## src/rtl/full_adder_reg_pkg.sv

```systemverilog
// Shared types and helpers for the registered ripple-carry adder.
package full_adder_reg_pkg;

    typedef struct packed {
        logic sum;
        logic carry;
    } ha_t;

    // Single-bit half adder; each full-adder cell uses two of these.
    function automatic ha_t half_add(input logic x, input logic y);
        ha_t r;
        r.sum   = x ^ y;
        r.carry = x & y;
        return r;
    endfunction

endpackage

```

## src/rtl/full_adder_reg_fa_cell.sv

```systemverilog
// One-bit combinational full adder: two half adders plus an OR on their carries.
module full_adder_reg_fa_cell
    import full_adder_reg_pkg::*;
(
    input  logic a,
    input  logic b,
    input  logic c_in,
    output logic sum_c,
    output logic c_out_c
);

    ha_t ha1;
    ha_t ha2;

    always_comb begin
        ha1 = half_add(a, b);
        ha2 = half_add(c_in, ha1.sum);
    end

    assign sum_c   = ha2.sum;
    assign c_out_c = ha1.carry | ha2.carry;

endmodule

```

## src/rtl/full_adder_reg.sv

```systemverilog
// Registered ripple-carry adder: {c_out, sum} = a + b + c_in, one cycle after valid_in.
module full_adder_reg
    import full_adder_reg_pkg::*;
#(
    parameter int unsigned WIDTH = 1
) (
    input  logic             clk,
    input  logic             rst_n,
    input  logic [WIDTH-1:0] a,
    input  logic [WIDTH-1:0] b,
    input  logic             c_in,
    input  logic             valid_in,
    output logic [WIDTH-1:0] sum,
    output logic             c_out,
    output logic             valid_out
);

    logic [WIDTH:0]   carry;
    logic [WIDTH-1:0] sum_c;

    assign carry[0] = c_in;

    // Carry chain: cell i consumes carry[i] and produces carry[i+1].
    for (genvar i = 0; i < int'(WIDTH); i++) begin : g_cell
        full_adder_reg_fa_cell u_cell (
            .a       (a[i]),
            .b       (b[i]),
            .c_in    (carry[i]),
            .sum_c   (sum_c[i]),
            .c_out_c (carry[i+1])
        );
    end

    // Result registers only load on a qualified cycle, so junk inputs never reach them.
    always_ff @(posedge clk or negedge rst_n) begin
        if (!rst_n) begin
            sum       <= '0;
            c_out     <= 1'b0;
            valid_out <= 1'b0;
        end else begin
            valid_out <= valid_in;
            if (valid_in) begin
                sum   <= sum_c;
                c_out <= carry[WIDTH];
            end
        end
    end

endmodule

```

## config.mk

```make
export PLATFORM = sky130hd
export DESIGN_NAME = full_adder_reg
export DESIGN_NICKNAME = d
export VERILOG_FILES = /design/src/rtl/full_adder_reg_pkg.sv /design/src/rtl/full_adder_reg_fa_cell.sv /design/src/rtl/full_adder_reg.sv
export SDC_FILE = /design/constraint.sdc
export NUM_CORES = 1
export LEC_CHECK = 0
export ABC_AREA = 0
export CORE_AREA = 4 4 41 43
export CTS_BUF_LIST = sky130_fd_sc_hd__clkbuf_16
export CTS_CLUSTER_DIAMETER = 150
export DETAILED_ROUTE_END_ITERATION = 10
export DIE_AREA = 0 0 45 47
export PLACE_DENSITY = 0.3
export SETUP_SLACK_MARGIN = 0.5
export SLEW_MARGIN = 30
export SYNTH_ARGS = -nofsm -noshare
export SYNTH_HDL_FRONTEND = slang
export SYNTH_HIERARCHICAL = 1
export SYNTH_SLANG_ARGS = --single-unit
```

## constraint.sdc

```tcl
create_clock -name clk -period 1.2 [get_ports clk]
set_input_delay 0.36 -clock clk [delete_from_list [all_inputs] [get_ports clk]]
set_output_delay 0.36 -clock clk [all_outputs]
set_load 0.03 [all_outputs]
```

### Yosys cells after proc, flatten, opt, wreduce, memory -nomap -nowiden

Cells that the tools add are included.
Widths: inputs -> output; s select.

| storage, ports and cells | value |
|---|---|
| flip-flop bits (word level) | 3 |
| bits of input ports | 6 |
| output and inout port bits | 3 |

| operators by class | value |
|---|---|
| bitwise logic cells | 5 |

Operator list:

| kind | count |
|---|---|
| $and 1x1->1 | 2 |
| $xor 1x1->1 | 2 |
| $or 1x1->1 | 1 |

### Logic depth before layout (Yosys ltp)

| depth | value |
|---|---|
| depth after elaboration | 3 |
| mapped depth | 2 |
| mapped depth without buffers | 2 |

### By module

The synthesis kept the hierarchy.

By module, submodules not included:

| module | instances | cells an instance | area each (um2) |
|---|---|---|---|
| full_adder_reg | 1 | 5 | 97.6 |
| full_adder_reg_fa_cell | 1 | 1 | 20.0 |

### Least setup slack after synthesis

Ideal clock, no wire load.

| timing path | value |
|---|---|
| path kind | in2reg |
| from | in a |
| to | reg sum |
| library setup time | 0.125 ns |
| data arrival time | 1.061 ns |
| path slack | 0.014 ns |
| stages on the path | 2 |
| cells stage by stage | fa_1 mux2_2 |

| between the ends | value |
|---|---|
| word-level cells in the longest chain between the ends | 2 |

RTL lines:

| element | line | text |
|---|---|---|
| from (decl) | full_adder_reg.sv:9 | `input logic [WIDTH-1:0] a,` |
| $xor 1x1->1 (2 in a row) | full_adder_reg_pkg.sv:12 | `r.sum = x ^ y;` |
| to (signal assigned) | full_adder_reg.sv:43 | `sum <= sum_c;` |
| to (decl) | full_adder_reg.sv:13 | `output logic [WIDTH-1:0] sum,` |

Every way passes these cells.
A chain may end at the register's enable or synchronous reset.

### Final worst setup path

| timing path | value |
|---|---|
| from | reg c_out |
| to | out c_out |

RTL lines:

| element | line | text |
|---|---|---|
| from (decl) | full_adder_reg.sv:14 | `output logic c_out,` |
| from (signal assigned) | full_adder_reg.sv:44 | `c_out <= carry[WIDTH];` |

No word-level cell between the ends.

==> flow_summary.ini <==
[worst_setup_path]
timing.critical_path.buf_inv = 1
crit_chain = buf_6
cp.required_ps = 840
crit_type = reg2out
critPathSlowestCell = dfrtp_2
r2r-end = c_out
r2r_slack_ps = 300
reg2reg_from = c_out
end_kind = output pin
crit_cells = 1
max_stage_delay_ps = 390
r2r_cells = 2
start_kind = flop
cp_max_fo = 2
critPathTopFamily = flip-flops
worst_ep_arrival_time_ps = 750

[synth]
synth_top_family_by_area = multiplexers
syn-num-nets = 13
synth_cell_types = 3
synth_seq_area_share = 0.638
netlist_area_um2 = 118
avgSynthCellArea_um2 = 19.6
synth-adder-area-share = 0.170
synth_seq_cells = 3
synth_compound_area_frac = 0
synthMuxAreaShare = 0.191
yosys.area_share.xor_xnor = 0
synthSimpleGateAreaFrac = 0
synth_cells = 6
yosys_warnings = 6

[routing]
ant_nets = 0
wirelength_um = 327
vias = 99
vias_per_cell = 2.83
drtIter0Drc = 0
drc_errors = 0
firstDrtPassIters = 1
wire_per_inst_um = 9.34

[cts]
clk_pin_slew_ps = 30
cts_root_buffer = clkbuf_16
hold_buffers = 0
htreeDepth = 1
clockBufferDepth = 2
cts_sinks = 3
clk_latency_ps = 220
cts_made_buffers = 3
cts_tree = yes

[pwr]
p_sw_frac = 0.191
pwr_density_cell_nw_per_um2 = 2380
power_switching_uw = 144
vdd_drop_max_mv = 0.468
power.share.clock = 0.686
power_frac_seq = 0.164
p_leak_nw = 0.149
internal-power_uw = 611
combPwrFrac = 0.150

[finish]
fill_cells = 144
multiInputGateArea_um2 = 52.6
syn2layout_area_growth_pct = 169
nets = 28
diodes = 0
seqCellArea_um2 = 77.6
final_cell_mix = buf_6 (4), clkbuf_16 (3)
final_area_um2 = 317
drive_gt1_frac = 0.800
final_common_cell = buf_6
utilization = 0.243

[timing]
tightest_slew_ps = 165
rsz0062_at_grt = yes
slew_headroom = 0.890
skew_ps = 0
whs_ps = 326
fin_ws_ps = 88.2
setup_tns_ps = 0
period_share = 0.926
drv_slew = 0
setup-violations-final = 0
finalHoldViolCount = 0
fin_crit_ps = 1110
clock.fmax_mhz = 899

[floorplan]
initial_core_util = 0.0904
die-area_um2 = 2120
die_h_um = 47
fp-row-count = 13
die_x_um = 45
core_um2 = 1300
ioPinCount = 9

[placed_design]
globalplace.congestion = 0.613
pre_cts_slack_ps = -488
dpl_cell_area_um2 = 218
port_buffers = 8

[grt]
grt_usage = 0.0452
met2_usage = 0.0395
antenna_found_initial = 0
grt_pass1_wl_um = 524
gr-total-overflow = 0
grtUsageMet3 = 0.0498
grt_max_degree = 4
first_global_vias = 123
grt.met1_usage = 0.0414
grt_most_used_layer = met4

[outcome]
status = completed

[run]
cap_violations = 0

[min_path]
min_path_type = in2async
## registers in the layout, summed over array words and instances, names as in the netlist
| name | flops |
|---|---|
| c_out | 1 |
| sum | 1 |
| valid_out | 1 |
## synth_stat cells, drive strengths merged
cell,number,area [um2]
dfrtp,3,75.1
mux2,2,22.5
fa,1,20.0
## metrics by stage
step	cells	total power, mW
2_1_floorplan	6	0.165
3_3_place_gp	29	0.212
3_5_place_dp	29	0.213
4_1_cts	35	0.765
5_1_grt	35	0.778
6_report	35	0.754
## layout make-up
class	count	area share
clock inverters	1	0.0119
well taps	15	0.0593
clock buffers	3	0.237
multi-input cells	3	0.166
repair buffers	10	0.281
flip-flops and latches	3	0.245
## worst max-delay path by stage
stage                     start     to  slack (ps)
final                     c_out  c_out          90
after detailed placement      b    sum        -490
after global routing      c_out  c_out          80
after CTS                 c_out  c_out          80
after floorplan               a    sum          30
after global placement        b    sum        -480
## layer usage
metal / routed length [um] / vias to the layer above
li1: - / 47
met1: 148 / 43
met2: 112 / 9
met3: 66 / 0
met4: 0 / 0
met5: 0 / -
## what timing repair did
action,in CTS,in global routing
gates resized for setup,18,0
pin swaps,1,1
setup endpoints to repair,6,5
buffers inserted,2,0
## cells by family after synthesis
logic type	count (synthesis)
flip-flops	3
multiplexers	2
adder cells (fa/ha/maj)	1
## power groups by stage
stage          clock network (mW)  logic (mW)  registers (mW)
2_1_floorplan                   0      0.0162           0.149
3_3_place_gp                    0      0.0892           0.123
3_5_place_dp                    0      0.0905           0.123
4_1_cts                     0.526       0.115           0.124
5_1_grt                     0.534       0.119           0.124
6_report                    0.518       0.113           0.124
No activity file was read; power rests on OpenSTA's default activity.
